### src/rtl/scale_pkg.sv
// Shared constants, state encoding and width helper for the scale price engine.
package scale_pkg;

    localparam int unsigned DIV_CONST  = 1000;
    localparam int unsigned ROUND_BIAS = 500;

    typedef enum logic [1:0] {
        IDLE,
        MUL,
        DIV,
        DONE
    } scale_state_t;

    // Quotient width after dividing a w_prod-bit value by 1000 (1000 > 2^9).
    function automatic int unsigned total_width(input int unsigned w_prod);
        return w_prod - 9;
    endfunction

endpackage

### src/rtl/scale_price_seq_if.sv
// Request/result bundle between weight acquisition and the price engine.
interface scale_price_seq_if
    import scale_pkg::*;
#(
    parameter int unsigned W_WEIGHT = 14,
    parameter int unsigned W_PRICE  = 14
);
    localparam int unsigned W_PROD  = W_WEIGHT + W_PRICE;
    localparam int unsigned W_TOTAL = total_width(W_PROD);

    logic                start;
    logic [W_WEIGHT-1:0] weight_g;
    logic [W_WEIGHT-1:0] tare_g;
    logic [W_PRICE-1:0]  price_cpk;
    logic                busy;
    logic                done;
    logic [W_PROD-1:0]   product;
    logic [W_TOTAL-1:0]  total_cents;
    logic                tare_err;

    modport master (
        output start, weight_g, tare_g, price_cpk,
        input  busy, done, product, total_cents, tare_err
    );

    modport slave (
        input  start, weight_g, tare_g, price_cpk,
        output busy, done, product, total_cents, tare_err
    );

endinterface

### src/rtl/const_div_seq.sv
// Restoring divider by DIV_CONST, one quotient bit per cycle, MSB first.
module const_div_seq
    import scale_pkg::*;
#(
    parameter int unsigned W_IN = 29
) (
    input  logic                               clk,
    input  logic                               rst_n,
    input  logic                               load,
    input  logic [W_IN-1:0]                    dividend,
    output logic [total_width(W_IN-1)-1:0]     quotient,
    output logic                               done
);
    localparam int unsigned W_Q  = W_IN - 1;
    localparam int unsigned W_R  = $clog2(DIV_CONST) + 1;
    localparam int unsigned W_C  = $clog2(W_Q + 1);
    localparam logic [W_R-1:0] DIVISOR = W_R'(DIV_CONST);
    localparam logic [W_C-1:0] LAST    = W_C'(W_Q - 1);

    logic [W_R-1:0] rem;
    logic [W_Q-1:0] dvd;
    logic [W_C-1:0] cnt;
    logic           active;

    logic [W_R-1:0] trial;
    logic           fits;
    logic [W_R-1:0] rem_next;

    always_comb begin
        trial    = {rem[W_R-2:0], dvd[W_Q-1]};
        fits     = (trial >= DIVISOR);
        rem_next = fits ? (trial - DIVISOR) : trial;
    end

    // The dividend MSB seeds the remainder (it is below 1000), so only
    // W_IN-1 iterations are needed; quotient bits above the register width
    // are always zero and simply shift out.
    always_ff @(posedge clk or negedge rst_n) begin
        if (!rst_n) begin
            rem      <= '0;
            dvd      <= '0;
            cnt      <= '0;
            active   <= 1'b0;
            quotient <= '0;
            done     <= 1'b0;
        end else begin
            done <= 1'b0;
            if (load) begin
                rem      <= W_R'(dividend[W_IN-1]);
                dvd      <= dividend[W_Q-1:0];
                cnt      <= '0;
                active   <= 1'b1;
                quotient <= '0;
            end else if (active) begin
                rem      <= rem_next;
                dvd      <= {dvd[W_Q-2:0], 1'b0};
                quotient <= {quotient[$bits(quotient)-2:0], fits};
                cnt      <= cnt + 1'b1;
                if (cnt == LAST) begin
                    active <= 1'b0;
                    done   <= 1'b1;
                end
            end
        end
    end

endmodule

### src/rtl/scale_price_seq.sv
// Sequential price engine: net weight, shift-add multiply by price, divide by 1000.
module scale_price_seq
    import scale_pkg::*;
#(
    parameter int unsigned W_WEIGHT = 14,
    parameter int unsigned W_PRICE  = 14,
    parameter bit          ROUND    = 1'b1
) (
    input  logic              clk,
    input  logic              rst_n,
    scale_price_seq_if.slave  sp
);
    localparam int unsigned W_PROD  = W_WEIGHT + W_PRICE;
    localparam int unsigned W_TOTAL = total_width(W_PROD);
    localparam int unsigned W_MC    = $clog2(W_WEIGHT + 1);
    localparam logic [W_MC-1:0]   MUL_LAST = W_MC'(W_WEIGHT - 1);
    localparam logic [W_PROD:0]   BIAS     = (W_PROD + 1)'(ROUND ? ROUND_BIAS : 0);

    scale_state_t state, state_next;

    logic [W_WEIGHT-1:0] mcand;
    logic [W_PROD-1:0]   mplier;
    logic [W_PROD-1:0]   acc;
    logic [W_MC-1:0]     mul_cnt;
    logic                terr_pend;

    logic                tare_bad;
    logic [W_WEIGHT-1:0] net;
    logic [W_PROD-1:0]   acc_next;
    logic                accept;
    logic                div_load;
    logic [W_PROD:0]     dividend;
    logic [W_TOTAL-1:0]  quotient;
    logic                div_done;

    always_comb begin
        tare_bad = (sp.tare_g > sp.weight_g);
        net      = tare_bad ? '0 : (sp.weight_g - sp.tare_g);
        acc_next = acc + (mcand[0] ? mplier : '0);
        div_load = (state == MUL) && (mul_cnt == MUL_LAST);
        dividend = {1'b0, acc_next} + BIAS;
    end

    always_ff @(posedge clk or negedge rst_n) begin
        if (!rst_n) state <= IDLE;
        else        state <= state_next;
    end

    always_comb begin
        state_next = state;
        accept     = 1'b0;
        case (state)
            IDLE: begin
                if (sp.start) begin
                    accept     = 1'b1;
                    state_next = MUL;
                end
            end
            MUL:     if (mul_cnt == MUL_LAST) state_next = DIV;
            DIV:     if (div_done) state_next = DONE;
            DONE:    state_next = IDLE;
            default: state_next = IDLE;
        endcase
    end

    // The divider is loaded on the last multiply cycle from acc_next so DIV
    // starts on the very next edge without an extra handoff cycle.
    const_div_seq #(
        .W_IN (W_PROD + 1)
    ) u_div (
        .clk      (clk),
        .rst_n    (rst_n),
        .load     (div_load),
        .dividend (dividend),
        .quotient (quotient),
        .done     (div_done)
    );

    always_ff @(posedge clk or negedge rst_n) begin
        if (!rst_n) begin
            mcand          <= '0;
            mplier         <= '0;
            acc            <= '0;
            mul_cnt        <= '0;
            terr_pend      <= 1'b0;
            sp.busy        <= 1'b0;
            sp.done        <= 1'b0;
            sp.product     <= '0;
            sp.total_cents <= '0;
            sp.tare_err    <= 1'b0;
        end else begin
            sp.done <= 1'b0;
            if (accept) begin
                mcand     <= net;
                mplier    <= W_PROD'(sp.price_cpk);
                acc       <= '0;
                mul_cnt   <= '0;
                terr_pend <= tare_bad;
                sp.busy   <= 1'b1;
            end
            if (state == MUL) begin
                acc     <= acc_next;
                mcand   <= mcand >> 1;
                mplier  <= mplier << 1;
                mul_cnt <= mul_cnt + 1'b1;
            end
            if ((state == DIV) && div_done) begin
                sp.product     <= acc;
                sp.total_cents <= quotient;
                sp.tare_err    <= terr_pend;
                sp.done        <= 1'b1;
            end
            if (state == DONE) sp.busy <= 1'b0;
        end
    end

endmodule

### src/flat_wrapper.sv
// flat-port wrapper written by rule: the top's interface ports become plain ports
module scale_price_seq_flat import scale_pkg::*;
#(
    parameter int unsigned W_WEIGHT = 14,
    parameter int unsigned W_PRICE  = 14,
    parameter bit          ROUND    = 1'b1
)
  (clk, rst_n, sp_start, sp_weight_g, sp_tare_g, sp_price_cpk, sp_busy, sp_done, sp_product, sp_total_cents, sp_tare_err);
  scale_price_seq_if #(.W_WEIGHT(W_WEIGHT), .W_PRICE(W_PRICE)) sp_i ();
  input  logic clk;
  input  logic rst_n;
  input wire logic [$bits(sp_i.start)-1:0] sp_start;
  input wire logic [$bits(sp_i.weight_g)-1:0] sp_weight_g;
  input wire logic [$bits(sp_i.tare_g)-1:0] sp_tare_g;
  input wire logic [$bits(sp_i.price_cpk)-1:0] sp_price_cpk;
  output wire logic [$bits(sp_i.busy)-1:0] sp_busy;
  output wire logic [$bits(sp_i.done)-1:0] sp_done;
  output wire logic [$bits(sp_i.product)-1:0] sp_product;
  output wire logic [$bits(sp_i.total_cents)-1:0] sp_total_cents;
  output wire logic [$bits(sp_i.tare_err)-1:0] sp_tare_err;
  assign sp_i.start = sp_start;
  assign sp_i.weight_g = sp_weight_g;
  assign sp_i.tare_g = sp_tare_g;
  assign sp_i.price_cpk = sp_price_cpk;
  assign sp_busy = sp_i.busy;
  assign sp_done = sp_i.done;
  assign sp_product = sp_i.product;
  assign sp_total_cents = sp_i.total_cents;
  assign sp_tare_err = sp_i.tare_err;
  scale_price_seq #(.W_WEIGHT(W_WEIGHT), .W_PRICE(W_PRICE), .ROUND(ROUND)) u_core (.clk(clk), .rst_n(rst_n), .sp(sp_i));
endmodule
### config.mk
export PLATFORM = sky130hd
export DESIGN_NAME = scale_price_seq_flat
export DESIGN_NICKNAME = d
export VERILOG_FILES = /design/src/rtl/scale_pkg.sv /design/src/rtl/scale_price_seq_if.sv /design/src/rtl/const_div_seq.sv /design/src/rtl/scale_price_seq.sv /design/src/flat_wrapper.sv
export SDC_FILE = /design/constraint.sdc
export NUM_CORES = 1
export LEC_CHECK = 0
export BUFFER_PORTS_ARGS = -buffer_cell sky130_fd_sc_hd__buf_2
export CAP_MARGIN = 20
export CORE_MARGIN = 4
export CORE_UTILIZATION = 44
export DETAILED_ROUTE_END_ITERATION = 7
export SYNTH_ARGS = -nofsm -noshare
export SYNTH_HDL_FRONTEND = slang
export SYNTH_SLANG_ARGS = --single-unit
### constraint.sdc
create_clock -name clk -period 11.6 [get_ports clk]
set_input_delay 2.32 -clock clk [delete_from_list [all_inputs] [get_ports clk]]
set_output_delay 2.32 -clock clk [all_outputs]
set_load 0.03 [all_outputs]
Word level (Yosys, flattened, before mapping)
Cells that the tools add are included.
{ "word_totals": {"regBits": 191, "latch_bits": 0, "mem_bits_rw": 0, "mem_bits_ro": 0, "in_bits": 45, "output_inout_bits": 50, "wordCells": 74, "n_memories": 0} }
{ "classes": {"n_addsub": 6, "n_mul": 0, "n_div": 0, "magnitude_cmp": 2, "eq_ne": 8, "n_shift": 0, "n_mux": 34, "bitwise": 0, "n_reduce_logical": 7} }
{ "ops": {"columns": ["cell", "n"], "rows": [
  ["$mux 28", 7],
  ["$mux 14", 3],
  ["$mux 19", 2],
  ["$mux 10", 3],
  ["$add 28x9->29 const B", 1],
  ["$add 28x28->28", 1],
  ["$gt 14x14->1", 1],
  ["$sub 14x14->14", 1],
  ["$ge 11x10->1 const B", 1],
  ["$mux 1", 11],
  ["$mux 5", 2],
  ["$sub 10x10->10 const B", 1],
  ["$mux 4", 2],
  ["$pmux 2 s4", 1],
  ["$mux 2", 3],
  ["$reduce_bool 2->1", 3],
  ["$add 5x1->5 const B", 1],
  ["$eq 5x5->1 const B", 1],
  ["$add 4x1->4 const B", 1],
  ["$eq 2x2->1 const B", 2],
  ["$eq 4x4->1 const B", 1],
  ["$ne 2x2->1 const B", 2],
  ["$reduce_and 3->1", 1],
  ["$eq 2x1->1 const B", 1],
  ["3 further kinds", 4]
]} }

Depth between registers and ports, before layout
{ "logic_depth": {"depth_word": 4, "mapped_depth": 15, "ltp_nobuf": 13} }

By module
Synthesis repeated with hierarchy kept, for this count alone.
{ "hier_totals": {"cells_unflattened": 1103, "hier_area_um2": 10767.8} }
{ "modules_own_cells": {"columns": ["module", "n_inst", "cells_each", "area_each_um2", "seq_area_each_um2"], "rows": [
  ["scale_price_seq", 1, 830, 7861.3, 3178.0],
  ["const_div_seq", 1, 273, 2906.5, 1601.5]
]} }

Least setup slack after synthesis
No wires, ideal clock.
{ "synth_path": {"path_kind": "input-to-reg", "from": "input sp_weight_g[0]", "to": "register u_core.mcand[2]", "setup_ps": 79, "t_arrival_ps": 4764, "t_required_ps": 11521, "slack_ps": 6756, "cell_stages": 14, "path_buffers": 1, "cell_sequence": "inv_1 > ha_1 > fa_1 > nor2b_1 > o21ai_0 > a21oi_1 > o21ai_0 > a21oi_1 > o21ai_0 > o21ai_0 > a31o_2 > clkbuf_1 > nand3_1 > a2bb2oi_1"} }
{ "synth_via": {"elab_chain_cells": 4, "word_cells_on_any_way": 5, "classes_between": "add/sub: 1; order compare: 1; mux: 3"} }
{ "synth_rtl": {"columns": ["element", "line_no", "text"], "rows": [
  ["start: declaration", "flat_wrapper.sv:13", "input wire logic [$bits(sp_i.weight_g)-1:0] sp_weight_g;"],
  ["$sub 14x14->14 / $gt 14x14->1 (equally long branches)", "scale_price_seq.sv:38, scale_price_seq.sv:37", null],
  ["$mux 14 *", "scale_price_seq.sv:38", "net = tare_bad ? '0 : (sp.weight_g - sp.tare_g);"],
  ["$mux 14 *", "scale_price_seq.sv:93", "if (accept) begin"],
  ["$mux 14 *", "scale_price_seq.sv:101", "if (state == MUL) begin"],
  ["end signal: assignment", "scale_price_seq.sv:94", "mcand <= net;"],
  ["end signal: assignment", "scale_price_seq.sv:103", "mcand <= mcand >> 1;"],
  ["end: declaration", "scale_price_seq.sv:21", "logic [W_WEIGHT-1:0] mcand;"]
]} }
Mark *: on every way between the ends. The rest lies on a longest branch, timed or not. The select of a mux whose other input is x is not followed.
A chain may end at the register's enable or synchronous reset.

Worst setup path in the final report
{ "layout_path": {"from": "input sp_tare_g[0]", "to": "register u_core.mcand[11]"} }
{ "layout_via": {"elab_chain_cells": 4, "word_cells_on_any_way": 5, "classes_between": "add/sub: 1; order compare: 1; mux: 3"} }
{ "layout_rtl": {"columns": ["element", "line_no", "text"], "rows": [
  ["start: declaration", "flat_wrapper.sv:14", "input wire logic [$bits(sp_i.tare_g)-1:0] sp_tare_g;"],
  ["$sub 14x14->14 / $gt 14x14->1 (equally long branches)", "scale_price_seq.sv:38, scale_price_seq.sv:37", null],
  ["$mux 14 *", "scale_price_seq.sv:38", null],
  ["$mux 14 *", "scale_price_seq.sv:93", null],
  ["$mux 14 *", "scale_price_seq.sv:101", null]
]} }
Marks and branches as above.

==> metrics list <==
* Antenna violation net count after detailed routing: 0
- The later pin in the worst-skew pair is clocked with a latency of 0.44 ns.
- In this run, synthesis inferred 0 flip-flops with an integrated enable.
- TritonCTS created 17 clock buffers.
* Total of hold buffers inserted after clock tree synthesis: 0
- From synthesis to final layout, the design area changed by 12.8%.
* Weighted congestion reported at the end of routability-driven placement: 0.874
* Combined global-route utilization of all metal layers: roughly 18%
* Port Buffers: 94
* Number of warnings printed during yosys synthesis: 0
- The final count of hold timing violations came to 0.
* Required time of the worst setup path: ~12 ns
- After synthesis, the mean cell area works out to 9.65 um2.
- The tree is rooted in a clkbuf_16.
- Cell internal power was estimated by the tool at just under 1 mW.
- Of the available clock period, the critical path in the final layout requires 40.5%.
- The wire-length estimate of the detail-placed layout is around 16000 um.
* Post-detailed-routing wire length: about 24000 um
- Setup violations remaining at the end of the flow were counted as 0.
- The floorplan step defined a die boundary enclosing about 0.027 mm2.
- The min-delay analysis places its worst path in the category reg2reg.
- Across the whole layout, storage elements account for 0.00478 mm2.
- H-tree lvl count: 4
* Worst max-slew margin expressed relative to the limit: between 30% and 40%
* Reg-to-Reg Start: u_core.mcand[0]
- Netlist area before placement: approximately 0.011 mm2
- Remaining design rule violation count: 0
- Initial Utilization: between 40% and 50%
- Kind of capture point of the worst setup path: flip-flop
* Most frequent cells in the layout: dfrtp_1, nand2_1, o21ai_0
- In this run the core area contains between 50 and 60 standard-cell rows.
- TritonCTS built the clock tree.
- Final cell area excluding filler cells: around 0.012 mm2
- Number of design-rule violations left by the first detailed-router iteration: roughly 650
- At the end of the flow, the number of nets in the layout was between 1k and 1.5k.
- Worst Reg-to-Reg Cells: 13
- Setup repair after global routing left no endpoint under its margin.
* Flops & latches, synth: around 190
* Number of nets in the synthesized netlist: between 1k and 1.5k
- In this run the power density over the cells is about 110 mW/mm2.
* Maximum clock skew at final layout: ~0.019 ns
- Antenna violations before repair: 0
- Counting instances, the worst hold path has a depth of 2.
* Setup repair bufs after CTS: 0
- Max rail drop VDD: ~0.062 mV
- Number of vias per cell: between 5 and 6
* Wire length of the first global-routing pass: about 40000 um
- The flow ran to the end, and the final reports show no timing, DRC or antenna violations.
* Source of the worst hold timing path: u_core.terr_pend
- The max-slew violation count is 0.
- Die width: about 170 um
- Total leakage power: approximately 5.7 nW
- Number of unique standard cell types used by synthesis: 69
- STA puts the critical path data arrival time at around 5.1 ns.
* Pre-Repair DR Iteration Count: 4
- Total of max-cap violations: 0
- Of all nets on the critical path, the largest fanout is 15.
- Clock network fraction of design power: 46.7%
- Among all flip-flop cells after synthesis, the most frequent one is dfrtp_1.
* Maximum number of buffers from clock root to sink: 2
- Cells with a size suffix above 1 make up between 10% and 20% of the layout.
* Critical path launch point type: primary input
- Overflow after GRT: 0
* Sequential fraction of the synthesis area: a little over two fifths
- Fillcell total: 2262
* Vias in the first global route: between 7k and 8k
* Switching share of power: around a quarter
- Subtracting the final worst setup slack from the clock period gives about 4.7 ns.
* Placed cell area: 0.0116 mm2
* Crit path kind: in2reg
* Sum of negative setup slack: 0 ns
- Measured slew at the worst slew-check pin: 1.04 ns
- Sequential fraction of design power: 49.4%
* Most common library cell in the layout ignoring fill and taps: dfrtp_1
- Static timing analysis puts the maximum clock frequency at 213 MHz.
* Sink Count: between 150 and 200
- Ant diodes: 0
- Maximum number of pins on one net before global-route repair: between 100 and 150
- Logic gate share of total power: approximately 4%
- In this run the count of I/O pins placed on the die edge is 95.
* Footprint of the multi-input gates: between 0.005 and 0.006 mm2
- After synthesis, the share of flip-flops with an asynchronous set or reset is 100%.
* Mapped Cells: approximately 1.1k
- In this run, post-CTS repair resized a total of 0 instances.
- After clock tree synthesis, the clock-pin slew on the worst setup and hold paths is 0.08 ns.
* Overall die height: around 170 um
- Final-layout worst hold slack: just under 0.5 ns
- Dividing the detail-routed wire length by the instance count gives 15.6 um.
- The region available for standard cell placement spans roughly 0.024 mm2.
- For this block, the via count after detailed routing is slightly above 8k.
* CP Launch Point: sp_tare_g[0]
- The analysis attributes to net switching a power of ~0.36 mW.
through the flow:
| step | util, % | std cells | power [mW] | setup WS, ns |
|---|---|---|---|---|
| after floorplan | - | 1129 | 0.705 | 6.76 |
| after global placement | 47.8 | 1496 | 0.731 | 6.55 |
| after detailed placement | 47.8 | 1496 | 0.731 | 6.41 |
| after CTS | 50.5 | 1528 | 1.36 | 6.89 |
| after global routing | 50.6 | 1529 | 1.40 | 6.47 |
| final | 50.6 | 1529 | 1.35 | 6.90 |
flip-flops by register name, indices dropped and copies added, names as in the netlist:
signal and cells:
u_core.u_div.done 1, u_core.acc 28, u_core.terr_pend 1, u_core.mul_cnt 4
u_core.u_div.cnt 5, u_core.mcand 14, u_core.sp.tare_err 1, u_core.u_div.dvd 28
u_core.sp.total_cents 19, u_core.mplier 28, u_core.sp.done 1, u_core.u_div.rem 10
u_core.sp.product 28, u_core.sp.busy 1, u_core.u_div.quotient 19, u_core.state 2
u_core.u_div.active 1
routing by layer:
metal	global-route usage [%]	share of wire, %
met2	27.7	45
met1	26.9	50
met5	0	0
met4	4.65	1.1
met3	2.90	3.5
power by group through the flow:
stage	combinational (mW)	clock, mW	sequential (mW)
floorplan	0.0261	0	0.679
global placement	0.0525	0	0.678
detailed placement	0.0526	0	0.678
CTS	0.0529	0.645	0.665
global route	0.0613	0.669	0.665
finish	0.0525	0.629	0.665
cell families (layout without fill, tap and decap cells):
group	after synthesis	in the layout	synth area share, %
buffers and inverters	99	175	3.51
XOR/XNOR	59	59	4.74
adder cells (fa/ha/maj)	53	53	6.22
AO/OA/AOI/OAI	280	280	16.6
AND/OR/NAND/NOR	346	346	15.2
flip-flops	191	191	43.8
multiplexers	101	101	9.83
critical path, stage by stage:
cell and delay (ns):
buf_2 0.10, ha_1 0.22, fa_1 0.40, nor2b_1 0.13, o21ai_0 0.11, a21oi_1 0.20
o21ai_0 0.11, a21oi_1 0.27, o21ai_0 0.19, o21ai_0 0.30, a31o_2 0.40, nand3_1 0.14
a2bb2oi_1 0.18
synth_stat cells, types with 3 or more instances:
cell	n	share of area [%]
a2111oi_0	3	0.24
a211oi_1	21	1.4
a21o_1	19	1.3
a21oi_1	52	2.4
a221oi_1	5	0.40
a22o_1	3	0.24
a22oi_1	3	0.21
a2bb2oi_1	6	0.48
a31oi_1	10	0.57
and2_1	32	1.8
and3_1	6	0.34
and4_1	3	0.24
buf_1	7	0.24
clkbuf_1	47	1.6
dfrtp_1	191	44
ha_1	51	5.9
inv_1	40	1.4
mux2_2	48	5.0
mux2i_1	53	4.9
nand2_1	133	4.6
nand2b_1	5	0.29
nand3_1	27	1.2
nand4_1	7	0.40
nor2_1	71	2.4
nor2b_1	15	0.86
nor3_1	19	0.87
nor4_1	3	0.17
nor4_2	4	0.46
o211a_1	5	0.46
o211ai_1	6	0.41
o21a_1	7	0.48
o21ai_0	100	4.6
o21ai_1	7	0.32
o21bai_1	3	0.21
o22ai_1	5	0.29
or2_2	6	0.34
or3_1	5	0.29
or4_1	3	0.21
xnor2_1	39	3.1
xor2_1	20	1.6
final cells by class:
type | instances | share of cell area (%)
Clock buffer | 17 | 3.46
Clock inverter | 15 | 1.73
Inverter | 41 | 1.25
Multi-Input combinational cell | 839 | 46.8
Sequential cell | 191 | 38.9
Tap cell | 324 | 3.30
Timing Repair Buffer | 102 | 4.55
path summary, 6_finish.rpt:
path	to	slack (ns)
min in group asynchronous	u_core.u_div.dvd[1]	1.98
min reg2reg	u_core.terr_pend	0.49
max	u_core.mcand[11]	6.90
max reg2reg	u_core.u_div.dvd[27]	7.18
min	u_core.terr_pend	0.49
max in group asynchronous	u_core.mcand[7]	8.48
Note: power is estimated with default switching activity, not from simulation.
